`config.mk`:
```
export PLATFORM = sky130hd
export DESIGN_NAME = qkv_stream_feeder
export DESIGN_NICKNAME = d
export VERILOG_FILES = /design/src/rtl/qkv_stream_feeder.sv
export SDC_FILE = /design/constraint.sdc
export NUM_CORES = 1
export LEC_CHECK = 0
export ABC_CLOCK_PERIOD_IN_PS = 4500
export CORE_ASPECT_RATIO = 0.9
export CORE_MARGIN = 2
export CORE_UTILIZATION = 38
export CTS_CLUSTER_SIZE = 8
export DETAILED_ROUTE_END_ITERATION = 12
export SYNTH_ARGS = -nofsm -noshare
export SYNTH_HDL_FRONTEND = slang
export SYNTH_SLANG_ARGS = --single-unit
```
`constraint.sdc`:
```
create_clock -name clk -period 4.5 [get_ports clk]
set_clock_uncertainty 0.05 [all_clocks]
set_input_delay 0.9 -clock clk [delete_from_list [all_inputs] [get_ports clk]]
set_output_delay 0.9 -clock clk [all_outputs]
set_load 0.03 [all_outputs]
```
`src/rtl/qkv_stream_feeder.sv`:
```
// qkv_stream_feeder: reads Q and K/V rows from 1-cycle SRAMs and streams them out, each Q row once then all K/V rows per Q row.

`ifndef MAX_SEQ_LENGTH
`define MAX_SEQ_LENGTH 8
`endif

// Two-entry FIFO with registered head/valid so the stream outputs come straight from flops.
module qkv_fifo2 #(
    parameter int W = 16
) (
    input  logic         clk,
    input  logic         rst,
    input  logic         i_push,
    input  logic [W-1:0] i_din,
    input  logic         i_pop,
    output logic [1:0]   o_cnt,
    output logic         o_vld,
    output logic [W-1:0] o_head
);
    logic [1:0]   r_cnt;
    logic         r_vld;
    logic [W-1:0] r_head;
    logic [W-1:0] r_tail;
    logic [1:0]   w_cnt_nxt;

    assign o_cnt  = r_cnt;
    assign o_vld  = r_vld;
    assign o_head = r_head;

    // occupancy after this cycle's push/pop; a simultaneous push and pop leaves it unchanged
    always_comb begin
        w_cnt_nxt = r_cnt + 2'(i_push) - 2'(i_pop);
    end

    // head shifts from tail on pop; incoming data lands in whichever slot is the next free one
    always_ff @(posedge clk) begin
        if (rst) begin
            r_cnt  <= '0;
            r_vld  <= 1'b0;
            r_head <= '0;
            r_tail <= '0;
        end else begin
            r_cnt <= w_cnt_nxt;
            r_vld <= w_cnt_nxt != 2'd0;
            if (i_pop && r_cnt == 2'd2)
                r_head <= r_tail;
            else if (i_push && (r_cnt == 2'd0 || (i_pop && r_cnt == 2'd1)))
                r_head <= i_din;
            if (i_push && ((r_cnt == 2'd1 && !i_pop) || (r_cnt == 2'd2 && i_pop)))
                r_tail <= i_din;
        end
    end
endmodule

module qkv_stream_feeder #(
    parameter int NUM_Q_ROWS  = `MAX_SEQ_LENGTH,
    parameter int NUM_KV_ROWS = `MAX_SEQ_LENGTH,
    parameter int Q_W         = 16,
    parameter int K_W         = 16,
    parameter int V_W         = 16,
    localparam int QAW        = NUM_Q_ROWS > 1 ? $clog2(NUM_Q_ROWS) : 1,
    localparam int KAW        = NUM_KV_ROWS > 1 ? $clog2(NUM_KV_ROWS) : 1
) (
    input  logic           clk,
    input  logic           rst,
    input  logic           start,
    output logic           busy,
    output logic           done,
    output logic           q_rd_en,
    output logic [QAW-1:0] q_rd_addr,
    input  logic [Q_W-1:0] q_rd_data,
    output logic           kv_rd_en,
    output logic [KAW-1:0] kv_rd_addr,
    input  logic [K_W-1:0] k_rd_data,
    input  logic [V_W-1:0] v_rd_data,
    output logic           Q_vld_out,
    input  logic           Q_rdy_in,
    output logic [Q_W-1:0] q_out,
    output logic           K_vld_out,
    input  logic           K_rdy_in,
    output logic [K_W-1:0] k_out,
    output logic           V_vld_out,
    input  logic           V_rdy_in,
    output logic [V_W-1:0] v_out
);
    typedef enum logic [1:0] {IDLE, RUN, DONE} state_t;

    state_t         r_state;
    logic           r_busy;
    logic           r_done;
    logic [QAW-1:0] r_q_addr;
    logic [QAW-1:0] r_kv_pass;
    logic [KAW-1:0] r_kv_addr;
    logic           r_q_fin;
    logic           r_kv_fin;
    logic           r_q_inf;
    logic           r_kv_inf;
    logic [1:0]     w_q_cnt;
    logic [1:0]     w_k_cnt;
    logic [1:0]     w_v_cnt;
    logic           w_q_pop;
    logic           w_k_pop;
    logic           w_v_pop;
    logic [2:0]     w_q_occ;
    logic [2:0]     w_k_occ;
    logic [2:0]     w_v_occ;
    logic [2:0]     w_kv_occ;
    logic           w_drained;

    assign busy       = r_busy;
    assign done       = r_done;
    assign q_rd_addr  = r_q_addr;
    assign kv_rd_addr = r_kv_addr;

    // occupancy seen by the issue rule: stored entries plus the read in flight, minus this cycle's handshake
    always_comb begin
        w_q_pop   = Q_vld_out && Q_rdy_in;
        w_k_pop   = K_vld_out && K_rdy_in;
        w_v_pop   = V_vld_out && V_rdy_in;
        w_q_occ   = {1'b0, w_q_cnt} + 3'(r_q_inf) - 3'(w_q_pop);
        w_k_occ   = {1'b0, w_k_cnt} + 3'(r_kv_inf) - 3'(w_k_pop);
        w_v_occ   = {1'b0, w_v_cnt} + 3'(r_kv_inf) - 3'(w_v_pop);
        w_kv_occ  = (w_k_occ > w_v_occ) ? w_k_occ : w_v_occ;
        q_rd_en   = (r_state == RUN) && !r_q_fin && (w_q_occ < 3'd2);
        kv_rd_en  = (r_state == RUN) && !r_kv_fin && (w_kv_occ < 3'd2);
        w_drained = r_q_fin && r_kv_fin && (w_q_occ == 3'd0) && (w_k_occ == 3'd0) && (w_v_occ == 3'd0);
    end

    // run control; w_drained looks one cycle ahead so done lands right after the final handshake
    always_ff @(posedge clk) begin
        if (rst) begin
            r_state <= IDLE;
            r_busy  <= 1'b0;
            r_done  <= 1'b0;
        end else begin
            case (r_state)
                IDLE: if (start) begin
                    r_state <= RUN;
                    r_busy  <= 1'b1;
                end
                RUN: if (w_drained) begin
                    r_state <= DONE;
                    r_busy  <= 1'b0;
                    r_done  <= 1'b1;
                end
                default: begin
                    r_state <= IDLE;
                    r_done  <= 1'b0;
                end
            endcase
        end
    end

    // read address generators; they park on the last address once every read has been issued
    always_ff @(posedge clk) begin
        if (rst || (r_state == IDLE && start)) begin
            r_q_addr  <= '0;
            r_q_fin   <= 1'b0;
            r_kv_addr <= '0;
            r_kv_pass <= '0;
            r_kv_fin  <= 1'b0;
        end else begin
            if (q_rd_en) begin
                if (r_q_addr == QAW'(NUM_Q_ROWS - 1))
                    r_q_fin <= 1'b1;
                else
                    r_q_addr <= r_q_addr + QAW'(1);
            end
            if (kv_rd_en) begin
                if (r_kv_addr == KAW'(NUM_KV_ROWS - 1)) begin
                    if (r_kv_pass == QAW'(NUM_Q_ROWS - 1))
                        r_kv_fin <= 1'b1;
                    else begin
                        r_kv_addr <= '0;
                        r_kv_pass <= r_kv_pass + QAW'(1);
                    end
                end else
                    r_kv_addr <= r_kv_addr + KAW'(1);
            end
        end
    end

    // in-flight flags mark SRAM data arriving next cycle; clearing them on reset drops stale returns
    always_ff @(posedge clk) begin
        if (rst) begin
            r_q_inf  <= 1'b0;
            r_kv_inf <= 1'b0;
        end else begin
            r_q_inf  <= q_rd_en;
            r_kv_inf <= kv_rd_en;
        end
    end

    qkv_fifo2 #(.W(Q_W)) u_q_fifo (
        .clk    (clk),
        .rst    (rst),
        .i_push (r_q_inf),
        .i_din  (q_rd_data),
        .i_pop  (w_q_pop),
        .o_cnt  (w_q_cnt),
        .o_vld  (Q_vld_out),
        .o_head (q_out)
    );

    qkv_fifo2 #(.W(K_W)) u_k_fifo (
        .clk    (clk),
        .rst    (rst),
        .i_push (r_kv_inf),
        .i_din  (k_rd_data),
        .i_pop  (w_k_pop),
        .o_cnt  (w_k_cnt),
        .o_vld  (K_vld_out),
        .o_head (k_out)
    );

    qkv_fifo2 #(.W(V_W)) u_v_fifo (
        .clk    (clk),
        .rst    (rst),
        .i_push (r_kv_inf),
        .i_din  (v_rd_data),
        .i_pop  (w_v_pop),
        .o_cnt  (w_v_cnt),
        .o_vld  (V_vld_out),
        .o_head (v_out)
    );
endmodule

```
* Word-level counts from Yosys, hierarchy flattened
Cells that the tools add are included.
** Word-level totals
- Logic and storage cells :: 134
- Flip-flop bits (word level) :: 122
- Input port bits :: 54
- Output and inout port bits :: 61
** Operators by class
- Muxes and demuxes :: 17
- Add/sub/neg operators :: 15
- Bitwise gates (word level) :: 3
- Equal/unequal tests :: 13
- Reduce and logical (&&, ||, !) cells :: 61
- Order comparisons :: 3
** Operator list (count)
- 16-bit 2-to-1 mux :: 6
- 1-bit logical AND :: 27
- 2-bit nonzero test :: 7
- 2-bit AND reduction :: 5
- 2-bit by 1-bit adder with 3-bit output :: 3
- 3-bit by 1-bit adder with 3-bit output, second input constant :: 3
- 3-bit equality test, second input constant :: 3
- 3-bit zero test :: 3
- 3-bit 2-to-1 mux :: 3
- 3-bit AND reduction :: 3
- 3-bit by 1-bit subtractor with 3-bit output :: 3
- 2-bit by 1-bit equality test with 1-bit output, second input constant :: 4
- 2-bit zero test :: 4
- 1-bit logical OR :: 7
- 2-bit by 1-bit adder with 2-bit output :: 3
- 2-bit equality test, second input constant :: 3
- 3-bit by 2-bit less-than comparator with 1-bit output, second input constant :: 2
- 2-bit != test, second input constant :: 3
- 2-bit by 1-bit subtractor with 2-bit output :: 3
- 1-bit zero test :: 5
- 2-bit 2-to-1 mux :: 2
- 1-bit case mux with 2 select lines :: 2
- 2-bit case mux with 2 select lines :: 1
- 3-bit greater-than comparator :: 1
- 2 further kinds :: 6

* Logic depth before layout (Yosys ltp)
- Depth after elaboration :: 8
- Mapped depth :: 15
- Depth with buffers taken out :: 14

* By module
A second synthesis with hierarchy kept.
** Second synthesis, totals
- Cell total of the unflattened synthesis :: 603
- Area total of the unflattened synthesis :: 6249.7 um2
** By module, submodules not included
- qkv_fifo2 :: seq. area each 700.7 um2, area each 1722.9 um2, cells an instance 160, times used 3
- qkv_stream_feeder :: seq. area each 340.3 um2, area each 1081.0 um2, cells an instance 123, times used 1

* Least setup slack after synthesis
OpenSTA, ideal clock, no wires.
- Kind :: input to output
- Start :: in K_rdy_in
- End :: out kv_rd_en
- Path buffers :: 1
- Data arrival time :: 3.681 ns
- Path slack :: -0.131 ns
- Stages :: 14
- Cell sequence :: and2_1 > buf_6 > ha_1 > inv_1 > ha_1 > inv_1 > fa_1 > xnor2_1 > inv_1 > ha_1 > nand3_1 > o21ai_0 > or3_1 > a21boi_1
** Between the ends
- Cells in the longest elaborated chain, start to end :: 6
** RTL lines
- start, declared :: RTL line 80 : input logic K_rdy_in,
- 1-bit logical AND (*) :: RTL line 118 : w_k_pop = K_vld_out && K_rdy_in;
- 3-bit by 1-bit subtractor with 3-bit output (*) :: RTL line 121 : w_k_occ = {1'b0, w_k_cnt} + 3'(r_kv_inf) - 3'(w_k_pop);
- 3-bit greater-than comparator :: RTL line 123 : w_kv_occ = (w_k_occ > w_v_occ) ? w_k_occ : w_v_occ;
- 3-bit 2-to-1 mux (*) :: RTL line 123
- 3-bit by 2-bit less-than comparator with 1-bit output (*) :: RTL line 125 : kv_rd_en = (r_state == RUN) && !r_kv_fin && (w_kv_occ < 3'd2);
- 1-bit logical AND (*) :: RTL line 125
- end, declared :: RTL line 72 : output logic kv_rd_en,
Every way passes the cells marked *; elsewhere a longest branch is shown, timed or not.

* Worst setup path after layout
- Start :: in V_rdy_in
- End :: out kv_rd_en
** Between the ends
- Cells in the longest elaborated chain, start to end :: 6
** RTL lines
- start, declared :: RTL line 83 : input logic V_rdy_in,
- 1-bit logical AND (*) :: RTL line 119 : w_v_pop = V_vld_out && V_rdy_in;
- 3-bit by 1-bit subtractor with 3-bit output (*) :: RTL line 122 : w_v_occ = {1'b0, w_v_cnt} + 3'(r_kv_inf) - 3'(w_v_pop);
- 3-bit greater-than comparator :: RTL line 123
- 3-bit 2-to-1 mux (*) :: RTL line 123
- 3-bit by 2-bit less-than comparator with 1-bit output (*) :: RTL line 125
- 1-bit logical AND (*) :: RTL line 125
Marked as above.

==> reports/metrics.cfg <==
[status]
outcome = finished clean

[die]
io_pins = 115
die_h_um = 115
start_util_pct = 39.1
core_mm2 = 0.0134
die_w_um = 128
std_cell_rows = 40
die-area_mm2 = 0.0148

[setup_path]
crit_slowest_cell = fa_2
worstPathMaxFanout = 2
reg2reg_slack_ps = 1410
crit_type = in2out
reg2reg_depth = 15
cp.required_ps = 3550
crit_top_cell = ha_4
crit_chain = dlygate4sd2_1 -> and2_4 -> ha_4 -> inv_1 -> ha_2 -> fa_2 -> inv_2 -> ha_4 -> a211oi_2 -> or3_4 -> a21boi_2 -> buf_6
start_kind = input port
crit_start = V_rdy_in
slowest_delay_ps = 540
cp.arrival_ps = 3420
critPathCaptureType = output port
cp-endpoint = kv_rd_en
r2r_end = kv_rd_addr[1]
rr_startpoint = u_k_fifo.o_vld

[logic_synthesis]
yosys_warnings = 0
async_flop_share_pct = 0
synthCells = 524
yosys_register_bits = 122
synth-seq-area-share_pct = 46.6
ys_types = 41
synth.area.top_cells = dfxtp_1 47%, mux2i_1 19%, nor2_1 7.8%, a211oi_1 7.0%, ha_1 3.6%
synth_top_area_share_pct = 46.6
synth_area_per_cell_um2 = 10.0
netlist_area_mm2 = 0.00525
syn-num-nets = 596
synth_top_area_cell = dfxtp_1
synth_flop_cell = dfxtp_1
synth_enable_flop_cells = 0

[global_routing]
gr-usage-met2_pct = 25.5
grt_use_met1_pct = 21.0
use_met3_pct = 5.12
grt_pass1_vias = 3985
grt_max_degree = 65
gr-total-overflow = 0
top_usage_layer = met2
grt_pass1_wl_mm = 19.0
grtUsageTotal_pct = 16.2
grt_antenna_before_repair = 0

[pwr]
p_sw_share_pct = 35.5
ir_drop_mv = 0.305
finalPower_w = 0.00443
p_comb_share_pct = 42.0
internal-power_w = 0.00286
p_leak_nw = 2.91
seq_power_share_pct = 32.3
power.density_mw_per_mm2 = 618
pwr-share-clk_pct = 25.7
switchingPower_w = 0.00157

[clocking]
htreeDepth = 4
clkLatencyLatePin_ps = 400
cts_sinks = 122
cts_buffer_depth = 2
cts_tree = built
cts-root-buf = clkbuf_16
cts_made_buffers = 17
path_clk_slew_ps = 50
hold_buffers = 0

[sta]
timing.fmax_mhz = 229
holdWs_ps = 417
hold_viol_final = 0
rsz0062_at_grt = false
fin_setup_tns_ps = 0
finalCriticalPeriod_ps = 4370
setup_viol = 0
slew_viol_final = 0
period_share_pct = 97.1
worst_slew_pin_slew_ps = 675
max_slew_margin_pct = 55.0
timing.final.ws_setup_ps = 130

[route]
dr.first_iter.drc_count = 157
wire_per_inst_um = 14.1
route.detailed.drc = 0
wirelength_mm = 11.6
drtAntennaViolNets = 0
firstDrtPassIters = 5
num_vias = 4015
via_per_inst = 4.89

[worst_hold_path]
hold_class = reg2reg
hold_depth = 2

[layout]
fin_cells = 821
layout.nets = 716
multi_input_area_mm2 = 0.00268
n_fill_cell = 1227
drive_above_1_share_pct = 12.9
n_antenna_cell = 0
regArea_mm2 = 0.00244
area_delta_synth_final_pct = 36.7

[run]
maxCapViolations = 0

[placed_design]
io_buffers = 114
gp_congestion = 0.774
place_ws_ps = -395
hpwl_mm = 7.67
dp.cells = 789

[power groups by stage]
stage	clock, W	sequential (W)	combinational (W)
CTS	0.00117	0.00143	0.00186
global route	0.00122	0.00146	0.00202
finish	0.00114	0.00143	0.00186
detailed placement	0	0.00145	0.00168
floorplan	0	0.00176	0.000703
global placement	0	0.00144	0.00165
[registers in the layout (all words and copies together), names as in the netlist, 2 cells and up]
name,cells
u_k_fifo.r_tail,16
kv_rd_addr,3
r_state,2
u_v_fifo.o_head,16
u_k_fifo.o_cnt,2
u_q_fifo.r_tail,16
q_rd_addr,3
u_v_fifo.o_cnt,2
u_v_fifo.r_tail,16
u_k_fifo.o_head,16
u_q_fifo.o_cnt,2
r_kv_pass,3
u_q_fifo.o_head,16
[cell usage in the layout (no fill, tap or decap), types with 3 or more instances in the layout]
| cell type | synthesis | layout |
|---|---|---|
| mux2i_1 | 102 | 102 |
| or3_1 | 5 | 4 |
| inv_1 | 17 | 12 |
| a211oi_1 | 49 | 48 |
| inv_2 | 0 | 5 |
| ha_1 | 15 | 9 |
| dfxtp_1 | 122 | 122 |
| or2_2 | 3 | 3 |
| nor2_1 | 109 | 109 |
| a21oi_1 | 6 | 6 |
| o2bb2ai_2 | 0 | 3 |
| clkbuf_1 | 19 | 5 |
| nand2_1 | 10 | 10 |
| nor2b_1 | 7 | 7 |
| nand3_2 | 3 | 4 |
| ha_4 | 0 | 5 |
| clkdlybuf4s50_1 | 0 | 109 |
| a21boi_2 | 0 | 4 |
| clkbuf_16 | 0 | 17 |
| nand2b_1 | 3 | 3 |
| buf_4 | 3 | 23 |
| clkinv_2 | 0 | 5 |
[kinds of logic (layout without fill, tap and decap cells)]
family	after synthesis	count (layout)	synth area share [%]
fa+ha+maj	18	18	4.72
compound gates	71	71	10.1
xor+xnor	4	4	0.668
mux	102	102	19.5
flops	122	122	46.6
simple gates	155	155	13.3
buf+inv	52	181	5.15
[cell usage after synthesis (3+ instances only)]
library cell / instances
dfxtp_1: 122
nor2_1: 109
mux2i_1: 102
a211oi_1: 49
clkbuf_1: 19
inv_1: 17
ha_1: 15
nand2_1: 10
nor2b_1: 7
a21oi_1: 6
buf_2: 6
or3_1: 5
a21boi_1: 4
and2_1: 4
buf_4: 3
buf_6: 3
buf_8: 3
fa_1: 3
nand2b_1: 3
nand3_2: 3
o2bb2ai_1: 3
or2_2: 3
[metrics by stage]
step | instance area, um2 | util, %
2_1_floorplan | 5250 | -
3_3_place_gp | 6550 | 48.8
3_5_place_dp | 6550 | 48.8
4_1_cts | 7170 | 53.5
5_1_grt | 7170 | 53.5
6_report | 7170 | 53.5
[critical path, delay by kind of cell]
family | cells | cell delay [ps]
compound gates | 2 | 270
fa+ha+maj | 4 | 1230
simple gates | 2 | 540
buf+inv | 4 | 470
[worst min path at each step]
stage,startpoint,slack [ps],to
after floorplan,r_state[1],390,r_state[0]
after global placement,r_kv_pass[2],400,r_kv_pass[2]
after detailed placement,r_kv_pass[1],410,r_kv_pass[1]
after CTS,r_kv_pass[1],420,r_kv_pass[1]
after global routing,r_kv_pass[0],450,r_kv_pass[0]
final,r_kv_pass[1],420,r_kv_pass[1]
[layer usage]
layer	share of wire (%)	vias to the layer above
li1	-	2065
met1	48	1850
met2	45	89
met3	5.0	11
met4	1.2	0
met5	0	-
[timing repair]
item,in CTS,in global routing
setup buffers,4,0
setup endpoints to repair,1,0
resized for setup,26,0
[cell type report]
class | instances | area share [%]
clock inverters | 5 | 0.349
clock buffers | 23 | 6.39
repair buffers | 135 | 18.0
inverters | 18 | 0.942
flip-flops and latches | 122 | 34.1
multi-input cells | 350 | 37.3
well taps | 168 | 2.93
(Power assumes the default switching activity.)
